--- src/rtl/ir_motor_pkg.sv ---
// Shared types and constants for the IR-triggered motor controller.
package ir_motor_pkg;

  typedef enum logic [1:0] {
    IDLE  = 2'd0,
    RUN   = 2'd1,
    BRAKE = 2'd2
  } state_e;

  // H-bridge direction pair encodings: {high_side, low_side} per channel.
  localparam logic [1:0] DIR_FWD = 2'b10;
  localparam logic [1:0] DIR_REV = 2'b01;
  localparam logic [1:0] DIR_BRK = 2'b11;

endpackage

--- src/rtl/ir_debounce.sv ---
// Two-flop synchroniser and saturating low-level debounce for the IR pin.
// trig is a level: it stays high while the synchronised line stays low
// for at least DEB_CYCLES cycles.
module ir_debounce #(
  parameter int DEB_CYCLES = 4
) (
  input  logic clk,
  input  logic rst,
  input  logic ir_signal,
  output logic see,
  output logic trig
);

  localparam int DW = $clog2(DEB_CYCLES + 1);
  localparam logic [DW-1:0] DEB_MAX = DW'(DEB_CYCLES);

  logic          sync1_q, sync1_d;
  logic          sync2_q, sync2_d;
  logic [DW-1:0] deb_q, deb_d;

  // Next-state: shift the synchroniser, count low cycles, clear on any high.
  always_comb begin
    sync1_d = ir_signal;
    sync2_d = sync1_q;
    deb_d   = deb_q;
    if (sync2_q) begin
      deb_d = '0;
    end else if (deb_q != DEB_MAX) begin
      deb_d = deb_q + DW'(1);
    end
  end

  // Synchroniser resets idle-high so the debug LED reads inactive.
  always_ff @(posedge clk) begin
    if (rst) begin
      sync1_q <= 1'b1;
      sync2_q <= 1'b1;
      deb_q   <= '0;
    end else begin
      sync1_q <= sync1_d;
      sync2_q <= sync2_d;
      deb_q   <= deb_d;
    end
  end

  assign see  = sync2_q;
  assign trig = (deb_q == DEB_MAX);

endmodule

--- src/rtl/ir_motor_ctrl.sv ---
// IR-triggered timed motor run: IDLE -> RUN (retriggerable) -> BRAKE -> IDLE.
// All outputs are registered; run/gogo/busy are computed from next-state.
// Optional macro IR_MOTOR_SOFTSTART_EN ramps the PWM duty up after each
// IDLE -> RUN entry.
module ir_motor_ctrl
  import ir_motor_pkg::*;
#(
  parameter int N_CH         = 2,
  parameter int CNT_W        = 31,
  parameter int RUN_CYCLES   = 10_000_000,
  parameter int DEB_CYCLES   = 4,
  parameter int BRAKE_CYCLES = 1000,
  parameter int PWM_W        = 8
) (
  input  logic              clk,
  input  logic              rst,
  input  logic              ir_signal,
  input  logic [N_CH-1:0]   dir_req,
  input  logic [PWM_W-1:0]  duty,
  output logic [N_CH-1:0]   run,
  output logic [2*N_CH-1:0] gogo,
  output logic              busy,
  output logic              see
);

  localparam int BCW = (BRAKE_CYCLES < 2) ? 1 : $clog2(BRAKE_CYCLES + 1);
  localparam logic [CNT_W-1:0] RUN_RELOAD   = CNT_W'(RUN_CYCLES);
  localparam logic [BCW-1:0]   BRAKE_RELOAD = BCW'(BRAKE_CYCLES);

  logic trig;

  state_e             state_q, state_d;
  logic [CNT_W-1:0]   cnt_q, cnt_d;
  logic [BCW-1:0]     bcnt_q, bcnt_d;
  logic [N_CH-1:0]    dir_q, dir_d;
  logic [PWM_W-1:0]   pwm_cnt_q, pwm_cnt_d;
  logic [PWM_W-1:0]   eff_duty_q, eff_duty_d;
  logic [N_CH-1:0]    run_q, run_d;
  logic [2*N_CH-1:0]  gogo_q, gogo_d;
  logic               busy_q, busy_d;
  logic               pwm_on_d;

  ir_debounce #(
    .DEB_CYCLES(DEB_CYCLES)
  ) u_debounce (
    .clk       (clk),
    .rst       (rst),
    .ir_signal (ir_signal),
    .see       (see),
    .trig      (trig)
  );

  // FSM next-state: a trig in RUN reloads the timer and wins over expiry.
  always_comb begin
    state_d = state_q;
    cnt_d   = cnt_q;
    bcnt_d  = bcnt_q;
    dir_d   = dir_q;
    case (state_q)
      IDLE: begin
        if (trig) begin
          state_d = RUN;
          cnt_d   = RUN_RELOAD;
          dir_d   = dir_req;
        end
      end
      RUN: begin
        if (trig) begin
          cnt_d = RUN_RELOAD;
        end else begin
          cnt_d = cnt_q - CNT_W'(1);
          if (cnt_q == CNT_W'(1)) begin
            if (BRAKE_CYCLES == 0) begin
              state_d = IDLE;
            end else begin
              state_d = BRAKE;
              bcnt_d  = BRAKE_RELOAD;
            end
          end
        end
      end
      BRAKE: begin
        bcnt_d = bcnt_q - BCW'(1);
        if (bcnt_q == BCW'(1)) begin
          state_d = IDLE;
        end
      end
      default: state_d = IDLE;
    endcase
  end

  // PWM: free-running counter; effective duty only changes at counter zero.
  always_comb begin
    pwm_cnt_d  = pwm_cnt_q + PWM_W'(1);
    eff_duty_d = eff_duty_q;
`ifdef IR_MOTOR_SOFTSTART_EN
    if (state_q == IDLE && trig) begin
      eff_duty_d = '0;
    end else if (pwm_cnt_q == '0) begin
      if (duty < eff_duty_q) begin
        eff_duty_d = duty;
      end else if (eff_duty_q < duty) begin
        eff_duty_d = eff_duty_q + PWM_W'(1);
      end
    end
`else
    if (pwm_cnt_q == '0) begin
      eff_duty_d = duty;
    end
`endif
    pwm_on_d = (pwm_cnt_d < eff_duty_d);
  end

  // Output decode from next-state so the registered pins track the state.
  always_comb begin
    busy_d = (state_d != IDLE);
    run_d  = '0;
    gogo_d = '1;
    for (int i = 0; i < N_CH; i++) begin
      if (state_d == RUN) begin
        gogo_d[2*i +: 2] = dir_d[i] ? DIR_FWD : DIR_REV;
        run_d[i]         = pwm_on_d;
      end else begin
        gogo_d[2*i +: 2] = DIR_BRK;
      end
    end
  end

  // State and output registers; reset abandons any run without braking.
  always_ff @(posedge clk) begin
    if (rst) begin
      state_q    <= IDLE;
      cnt_q      <= '0;
      bcnt_q     <= '0;
      dir_q      <= '1;
      pwm_cnt_q  <= '0;
      eff_duty_q <= '0;
      run_q      <= '0;
      gogo_q     <= '1;
      busy_q     <= 1'b0;
    end else begin
      state_q    <= state_d;
      cnt_q      <= cnt_d;
      bcnt_q     <= bcnt_d;
      dir_q      <= dir_d;
      pwm_cnt_q  <= pwm_cnt_d;
      eff_duty_q <= eff_duty_d;
      run_q      <= run_d;
      gogo_q     <= gogo_d;
      busy_q     <= busy_d;
    end
  end

  assign run  = run_q;
  assign gogo = gogo_q;
  assign busy = busy_q;

endmodule

--- config.mk ---
export PLATFORM = sky130hd
export DESIGN_NAME = ir_motor_ctrl
export DESIGN_NICKNAME = d
export VERILOG_FILES = /design/src/rtl/ir_motor_pkg.sv /design/src/rtl/ir_debounce.sv /design/src/rtl/ir_motor_ctrl.sv
export SDC_FILE = /design/constraint.sdc
export NUM_CORES = 1
export LEC_CHECK = 0
export CAP_MARGIN = 20
export CORE_AREA = 8 8 76 145
export CTS_BUF_LIST = sky130_fd_sc_hd__clkbuf_4
export CTS_CLUSTER_DIAMETER = 120
export DETAILED_ROUTE_END_ITERATION = 8
export DIE_AREA = 0 0 84 153
export GPL_ROUTABILITY_DRIVEN = 0
export PLACE_DENSITY_LB_ADDON = 0.1
export SYNTH_ARGS = -nofsm -noshare
export SYNTH_HDL_FRONTEND = slang
export SYNTH_SLANG_ARGS = --single-unit
--- constraint.sdc ---
create_clock -name clk -period 4.38 [get_ports clk]
set_input_delay 0.876 -clock clk [delete_from_list [all_inputs] [get_ports clk]]
set_output_delay 0.876 -clock clk [all_outputs]
set_load 0.02 [all_outputs]
==> results_dict.tcl, run 1 <==
set metrics [dict create \
    run_status "finished, final reports clean" \
    initial_core_util_pct 38.7 \
    portBuffers 20 \
    avgSynthCellArea_um2 9.07 \
    drtPass1Iterations 5 \
    power.density_mw_per_mm2 287 \
    synthDistinctLibCells 57 \
    cts_setup_buffers 0 \
    fmax_mhz 399 \
    cts_tree "built" \
    drc_errors 0 \
    swShare_pct 27.1 \
    grt_pass1_vias 2829 \
    cts_buffers 9 \
    core.rowCount 50 \
    p_leak_uw 0.00146 \
    h-tree-depth 3 \
    fin_hold_ws_ps 422 \
    area_growth_pct 10.5 \
    vias 2881 \
    max-slew-margin-rel_pct 53.2 \
    cpMaxStageDelayCell "dfxtp_1" \
    wl_per_cell_um 16.0 \
    min_from "u_debounce.sync1_q" \
    die_w_um 84 \
    total_power_uw 1130 \
    ys_ff_latch 72 \
    ys_seq_area_share_pct 40.4 \
    critical_path_required_ps 4760 \
    place_area_mm2 0.00383 \
    timing.final.crit_share_pct 57.2 \
    synthesis.area_mm2 0.00356 \
    final_common_cell "dfxtp_1" \
    synth_nets 421 \
    cts_root_buf "clkbuf_4" \
    cp.arrival_ps 2890 \
    power_frac_clock_pct 30.9 \
    hold_buffers 0 \
    path_clk_slew_ps 120 \
    cp-start-kind "register" \
    pwr-share-comb_pct 9.2 \
    die_y_um 153 \
    grt_pass1_wl_um 14000 \
    ir_worst_vdd_v 0.000149 \
    pwr-share-seq_pct 59.8 \
    antenna_found_initial 1 \
    rrSetupSlack_ps 1870 \
    drt_iter0_markers 253 \
    crit_type "reg2reg" \
    clk_latency_ps 430 \
    fin_crit_ps 2510 \
    gr-total-overflow 0 \
    min_to "u_debounce.see" \
    drt-total-wl_um 8330 \
    yosysWarnings 0 \
    hpwl_um 5940 \
    critPathTopFamily "simple AND/OR/NAND/NOR gates" \
    avgViaCountPerCell 5.55 \
    layout_common_cells "72 x dfxtp_1, 39 x nor2_1, 34 x a21oi_1" \
    worst-r2r-cell-count 11 \
    r2r_end "run[0]" \
    tightest_slew_ps 701 \
    grt_use_total_pct 13.3 \
    synth_cells 393 \
    grt_max_degree 45 \
    clock_skew_ps 14.4 \
    tns_ps 0 \
    antenna_left 0 \
    rsz0062_at_grt "no" \
    whs_path_depth 1 \
    critical_path.max_fanout 8 \
    worst_setup_path_end_kind "register" \
    core_area_mm2 0.00920 \
    hold_viol_final 0 \
    r2r-start "pwm_cnt_q[0]" \
    final_cell_area_mm2 0.00394 \
    p_switching_uw 306 \
    crit_path_cell_trace "inv_1 -> ha_1 -> nor4b_1 -> nand2_1 -> mux2i_1 -> ha_1 -> o21a_1 -> o21ai_0 -> a21oi_1 -> o21ai_0 -> and4b_1" \
    fin_nets 438 \
    cts.sinks 72 \
    ios 21 \
    ctsResizeCount 0 \
    clockBufferDepth 2 \
    cpPeakStageDelay_ps 440 \
    drv_cap 0 \
    setup_viol 0 \
    dieArea_mm2 0.0129 \
    crit_buf_inv 1 \
    p_int_uw 824 \
    fin_util_pct 42.8 \
    hp-class "reg2reg" \
    drive_above_1_share_pct 9.66 \
    drv_slew 0 \
]
## worst reg2reg max path, stage by stage (launching register included)
cell and delay, ps:
dfxtp_1 440, inv_1 70, ha_1 210, nor4b_1 140
nand2_1 350, mux2i_1 310, ha_1 270, o21a_1 160
o21ai_0 160, a21oi_1 90, o21ai_0 70, and4b_1 200
## final cells by class
| type | instances | area, um2 |
|---|---|---|
| Fill cell | 916 | 5260 |
| Sequential cell | 72 | 1440 |
| Antenna cell | 1 | 2.50 |
| Timing Repair Buffer | 21 | 203 |
| Multi-Input combinational cell | 294 | 2010 |
| Clock buffer | 9 | 67.6 |
| Inverter | 12 | 45.0 |
| Tap cell | 104 | 130 |
| Clock inverter | 6 | 37.5 |
## worst max-delay path by stage
stage | slack, ps | startpoint | end | cells after the start
finish | 1870 | pwm_cnt_q[0] | run[0] | 11
global route | 1450 | pwm_cnt_q[0] | run[0] | 11
CTS | 1850 | pwm_cnt_q[0] | run[0] | 11
detailed placement | 1870 | rst | cnt_q[30] | 6
global placement | 1930 | duty[1] | run[0] | 8
floorplan | 2210 | pwm_cnt_q[0] | run[0] | 11
## metrics by stage
| step | instances | worst slack [ps] |
|---|---|---|
| 2_1_floorplan | 393 | 2210 |
| 3_3_place_gp | 503 | 1930 |
| 3_5_place_dp | 503 | 1870 |
| 4_1_cts | 518 | 1850 |
| 5_1_grt | 519 | 1450 |
| 6_report | 519 | 1870 |
## cells in the mapped netlist (all sizes together)
cell / count / area [um2]
a311oi: 3 / 43.8
or3: 5 / 31.3
o311ai: 2 / 17.5
o31ai: 2 / 15.0
and3: 1 / 6.26
nand2b: 10 / 62.6
nand3: 8 / 40.0
a221oi: 1 / 15.0
o21ba: 2 / 20.0
nand2: 21 / 81.3
a31oi: 8 / 50.1
a31o: 1 / 8.76
a21oi: 34 / 170
o21ai: 18 / 90.1
or4b: 2 / 23.8
nor4: 15 / 131
ha: 15 / 188
and4: 2 / 17.5
inv: 12 / 45.0
buf: 6 / 31.3
mux2i: 12 / 120
nand3b: 2 / 15.0
o21a: 1 / 7.51
and4b: 2 / 20.0
nor2b: 10 / 62.6
and2: 4 / 25.0
xor2: 12 / 105
a32o: 1 / 10.0
nor2: 40 / 153
a41oi: 1 / 8.76
or2: 4 / 25.0
or3b: 1 / 8.76
xnor2: 13 / 114
clkbuf: 9 / 33.8
or4: 5 / 41.3
dfxtp: 72 / 1440
nor3: 17 / 129
nand4: 11 / 83.8
nor4b: 2 / 17.5
nor3b: 3 / 27.5
nand4b: 3 / 26.3
## per-layer routing
| metal | vias to the layer above | part of all wire (%) | GRT usage (%) |
|---|---|---|---|
| li1 | 1457 | - | - |
| met1 | 1340 | 46 | 16.8 |
| met2 | 70 | 48 | 21.1 |
| met3 | 14 | 4.3 | 1.76 |
| met4 | 0 | 1.9 | 7.37 |
| met5 | - | 0 | 0 |
## sequential cells by signal, summed over array words and instances, names as in the netlist, 2 cells and up
name              count
cnt_q                31
bcnt_q               10
eff_duty_q            8
pwm_cnt_q             8
gogo                  4
u_debounce.deb_q      3
dir_q                 2
state_q               2
## cells by family after synthesis
group           Yosys count  synth area share, %
simple gates            168                 28.9
flops                    72                 40.4
mux                      12                 3.37
xor+xnor                 25                 6.14
compound gates           74                 12.8
buf+inv                  27                 3.09
fa+ha+maj                15                 5.27
## power by group through the flow
stage / combinational, uW / clock [uW] / sequential [uW]
3_5_place_dp: 105 / 0 / 691
4_1_cts: 105 / 367 / 677
2_1_floorplan: 76.9 / 0 / 689
5_1_grt: 119 / 395 / 679
3_3_place_gp: 102 / 0 / 691
6_report: 105 / 350 / 676
Power figures use the tool's default switching activity.
==> inputs of run 2 (changes only) <==
clock period = 2.19 ns   (was 4.38 ns; I/O delays follow)
==> results_dict.tcl, run 2 (same netlist as run 1, synthesis figures left out) <==
set metrics [dict create \
    path_clk_slew_ps 120 \
    drive_above_1_share_pct 15.6 \
    worst-r2r-cell-count 11 \
    clockBufferDepth 2 \
    h-tree-depth 3 \
    drt_iter0_markers 187 \
    gr-total-overflow 0 \
    hp-class "in2reg" \
    drv_slew 0 \
    core.rowCount 50 \
    grt_use_total_pct 13.5 \
    max-slew-margin-rel_pct 64.8 \
    core_area_mm2 0.00920 \
    grt_pass1_vias 2869 \
    power.density_mw_per_mm2 559 \
    min_to "cnt_q[19]" \
    ff_latch_area_mm2 0.00144 \
    area_growth_pct 16.7 \
    cts_tree "built" \
    grt_max_degree 40 \
    cts.sinks 72 \
    drtPass1Iterations 4 \
    place_area_mm2 0.00400 \
    r2r-start "pwm_cnt_q[0]" \
    cp.arrival_ps 2490 \
    reg_top3 "cnt_q (31), bcnt_q (10)" \
    crit_type "reg2reg" \
    timing.final.crit_share_pct 96.4 \
    largest_reg_flops 31 \
    drc_errors 0 \
    clk_latency_ps 420 \
    tightest_slew_ps 527 \
    drv_cap 0 \
    cp-start-kind "register" \
    cts_root_buf "clkbuf_4" \
    cpPeakStageDelay_ps 350 \
    r2r_end "run[0]" \
    placed_cells 524 \
    avgViaCountPerCell 5.49 \
    hold_viol_final 0 \
    clock_skew_ps 4.82 \
    critical_path.max_fanout 6 \
    wl_per_cell_um 15.7 \
    multi_input_area_mm2 0.00205 \
    final_common_cell "dfxtp_1" \
    layout_common_cells "72 x dfxtp_1, 38 x nor2_1, 33 x a21oi_1" \
    worst_setup_path_end_kind "register" \
    fmax_mhz 474 \
    fin_nets 460 \
    dieArea_mm2 0.0129 \
    final_cell_area_mm2 0.00416 \
    fin_crit_ps 2110 \
    place_ws_ps 17.6 \
    regMostFlops "cnt_q" \
    min_from "rst" \
    ir_worst_vdd_v 0.000381 \
    hpwl_um 6130 \
    crit_path_cell_trace "inv_1 -> ha_1 -> nor4b_4 -> nand2_2 -> buf_6 -> mux2i_2 -> ha_1 -> a21oi_2 -> nand3_1 -> o21ai_1 -> and4b_1" \
    portBuffers 20 \
    run_status "finished, final reports clean" \
    vias 2975 \
    critical_path_required_ps 2570 \
    final_cells 542 \
    crit_buf_inv 2 \
    hold_buffers 0 \
    antenna_left 0 \
    die_y_um 153 \
    critPathTopFamily "simple AND/OR/NAND/NOR gates" \
    ios 21 \
    cp_common_cell "ha_1" \
    antenna_found_initial 1 \
    cts_buffers 9 \
    fillCellCount 908 \
    die_w_um 84 \
    grt_pass1_wl_um 14200 \
    drt-total-wl_um 8490 \
    whs_path_depth 2 \
    p_leak_uw 0.00158 \
    cpMaxStageDelayCell "dfxtp_1" \
    rrSetupSlack_ps 80 \
    final.setup.worst_slack_ps 78.5 \
    setup_viol 0 \
    initial_core_util_pct 38.7 \
    fin_util_pct 45.2 \
]
run 2: changes by cell type in the layout (fill, tap and decap cells not counted), moves of 3 or more:
cell     previous run  this run
buf_4               1        21
mux2i_1            12         9
mux2i_2             0         3
o21ai_0            17        14
o21ai_1             1         4
run 2: where the power goes:
| part | switching [uW] | total, uW | internal [uW] | leakage (uW) |
|---|---|---|---|---|
| Clock | 485 | 724 | 239 | 0.0000555 |
| Combinational | 129 | 252 | 123 | 0.000940 |
| Sequential | 15.0 | 1350 | 1340 | 0.000583 |
| Total | 630 | 2330 | 1700 | 0.00158 |
run 2: cell type report:
| type | instances | area share, % |
|---|---|---|
| Timing Repair Buffer | 43 | 9.23 |
| Antenna cell | 1 | 0.0602 |
| Inverter | 12 | 1.08 |
| Tap cell | 104 | 3.13 |
| Clock inverter | 6 | 0.842 |
| Clock buffer | 10 | 1.80 |
| Sequential cell | 72 | 34.6 |
| Multi-Input combinational cell | 294 | 49.2 |
run 2: layer usage:
metal	up-vias	global-route usage (%)	part of all wire, %
met5	-	0	0
met4	0	6.55	2.0
met3	12	3.19	2.9
met2	39	21.0	49
met1	1422	16.9	46
li1	1502	-	-
run 2: worst max-delay path by stage:
stage                      start     end  slack, ps  cells past startpoint
finish              pwm_cnt_q[0]  run[0]         80                     11
global placement    pwm_cnt_q[0]  run[0]         80                     11
CTS                 pwm_cnt_q[0]  run[0]          8                     11
detailed placement  pwm_cnt_q[0]  run[0]         20                     11
global route        pwm_cnt_q[0]  run[0]        -30                     11
floorplan           pwm_cnt_q[0]  run[0]         20                     11
run 2: metrics by stage:
step | total power, uW | setup TNS, ps | hold WS (ps)
2_1_floorplan | 1530 | 0 | 389
3_3_place_gp | 1600 | 0 | 398
3_5_place_dp | 1610 | 0 | 397
4_1_cts | 2340 | 0 | 284
5_1_grt | 2440 | -25.9 | 311
6_report | 2330 | 0 | 309
run 2: what timing repair did:
| action | CTS | global route |
|---|---|---|
| pin swaps | 1 | 2 |
| setup buffers | 0 | 1 |
| gates resized for setup | 3 | 9 |
| setup endpoints to repair | 1 | 3 |
==> inputs of run 3 (changes only) <==
CORE_AREA = 8 8 66 124   (was 8 8 76 145)
DIE_AREA = 0 0 74 132   (was 0 0 84 153)
SETUP_SLACK_MARGIN = 0.5   (was default)
==> results_dict.tcl, run 3 (same netlist as run 1, synthesis figures left out) <==
set metrics [dict create \
    setup_viol 0 \
    die_w_um 74 \
    fin_crit_ps 2050 \
    cts_buffers 9 \
    regMostFlops "cnt_q" \
    portBuffers 20 \
    clk_latency_ps 440 \
    core_area_mm2 0.00657 \
    grt_max_degree 45 \
    critical_path_required_ps 2570 \
    p_int_uw 1800 \
    area_growth_pct 35.2 \
    h-tree-depth 3 \
    cp-start-kind "register" \
    p_leak_uw 0.00183 \
    drc_errors 0 \
    pwr-share-comb_pct 11.7 \
    largest_reg_flops 31 \
    vias 3246 \
    cpPeakStageDelay_ps 340 \
    drtPass1Iterations 4 \
    crit_type "reg2reg" \
    hpwl_um 6150 \
    fmax_mhz 487 \
    fillCellCount 504 \
    drive_above_1_share_pct 34.0 \
    drt_iter0_markers 201 \
    pwr-share-seq_pct 55.1 \
    p_switching_uw 642 \
    clock_skew_ps 13.7 \
    wl_per_cell_um 17.8 \
    antenna_found_initial 1 \
    drt-total-wl_um 9880 \
    swShare_pct 26.3 \
    final_common_cell "dfxtp_1" \
    path_clk_slew_ps 110 \
    drv_cap 0 \
    rsz0062_at_grt "yes" \
    ir_worst_vdd_v 0.000450 \
    cts_root_buf "clkbuf_4" \
    cts.sinks 72 \
    grt_pass1_wl_um 15300 \
    fin_nets 489 \
    initial_core_util_pct 54.2 \
    reg_top3 "cnt_q (31), bcnt_q (10)" \
    run_status "finished, final reports clean" \
    ios 21 \
    worst_setup_path_end_kind "register" \
    core.rowCount 42 \
    cts_tree "built" \
    max-slew-margin-rel_pct 68.3 \
    clockBufferDepth 2 \
    cpMaxStageDelayCell "dfxtp_2" \
    gr-total-overflow 0 \
    avgViaCountPerCell 5.86 \
    critical_path.max_fanout 8 \
    power.density_mw_per_mm2 508 \
    power_frac_clock_pct 33.2 \
    hold_viol_final 0 \
    critPathTopFamily "simple AND/OR/NAND/NOR gates" \
    die_y_um 132 \
    crit_buf_inv 1 \
    timing.final.crit_share_pct 93.8 \
    placed_cells 500 \
    antenna_left 0 \
    hp-class "in2reg" \
    layout_common_cells "59 x dfxtp_1, 37 x nor2_1, 31 x buf_4" \
    tightest_slew_ps 475 \
    final_cells 554 \
    cp.arrival_ps 2430 \
    final_cell_area_mm2 0.00482 \
    drv_slew 0 \
    hold_buffers 0 \
    grt_pass1_vias 3183 \
    tns_ps 0 \
    place_area_mm2 0.00397 \
    dieArea_mm2 0.00977 \
    grt_use_total_pct 20.2 \
    crit_path_cell_trace "inv_2 -> ha_4 -> nor4b_4 -> nand2_4 -> mux2i_1 -> ha_1 -> a21oi_1 -> nand3_1 -> o21ai_1 -> and4b_1" \
]
[run 3: changes by cell type in the layout (fill, tap and decap cells not counted), moves of 8 or more]
| cell | previous run | this run |
|---|---|---|
| dfxtp_1 | 72 | 59 |
| dlygate4sd2_1 | 0 | 8 |
| a21oi_2 | 1 | 9 |
| clkdlybuf4s50_1 | 19 | 11 |
| nor4_4 | 0 | 9 |
| a21oi_1 | 33 | 23 |
| buf_4 | 21 | 31 |
| buf_6 | 1 | 18 |
| dfxtp_2 | 0 | 9 |
[run 3: layout make-up]
class / count / area, um2 / area share [%]
Multi-Input combinational cell: 296 / 2420 / 50.2
Sequential cell: 72 / 1470 / 30.5
Timing Repair Buffer: 70 / 641 / 13.3
Tap cell: 88 / 110 / 2.29
Clock buffer: 9 / 67.6 / 1.40
Clock inverter: 6 / 61.3 / 1.27
Inverter: 12 / 47.5 / 0.987
Antenna cell: 1 / 2.50 / 0.0519
[run 3: stage by stage]
stage                     setup WS [ps]  util (%)  power [uW]  hold WS (ps)
after floorplan                     219         -        1550           389
after global placement              130      60.4        1610           420
after detailed placement           58.0      60.4        1620           423
after CTS                           138      69.4        2450           404
after global routing              -26.4      73.3        2550           428
final                               136      73.3        2450           428
[run 3: routing by layer]
layer	up-vias	share of wire, %	wire [um]	global-route usage (%)
met5	-	0	0	0
met4	0	4.7	465	13.5
met3	33	5.0	491	5.26
met2	112	55	5430	34.8
met1	1542	35	3500	19.8
li1	1559	-	-	-
[run 3: worst paths after layout]
check / start / end / slack (ps) / cells after the start
worst max-delay path: pwm_cnt_q[1] / run[0] / 140 / 10
worst min-delay path: rst / cnt_q[1] / 430 / 2
worst max register to register: pwm_cnt_q[1] / run[0] / 140 / 10
worst min register to register: u_debounce.sync1_q / u_debounce.see / 440 / 1
[run 3: repair_timing]
action / 4_1_cts / 5_1_grt
resized for setup: 73 / 43
setup endpoints to repair: 54 / 44
pin swaps: 37 / 33
gates cloned: 2 / 0
buffers inserted: 25 / 11
[run 3: worst reg2reg max path: cells and delay by family (launching register included)]
kind	cells	cell delay, ps
muxes	1	240
adders and majority gates	2	420
buffers and inverters	1	60
DFF	1	340
and+or+nand+nor	4	650
AOI/OAI and AO/OA	2	290
[run 3: power by group through the flow]
stage | Sequential, uW | Combinational (uW) | Clock, uW
floorplan | 1380 | 166 | 0
global placement | 1380 | 227 | 0
detailed placement | 1380 | 234 | 0
CTS | 1350 | 273 | 828
global route | 1350 | 312 | 883
finish | 1350 | 285 | 812
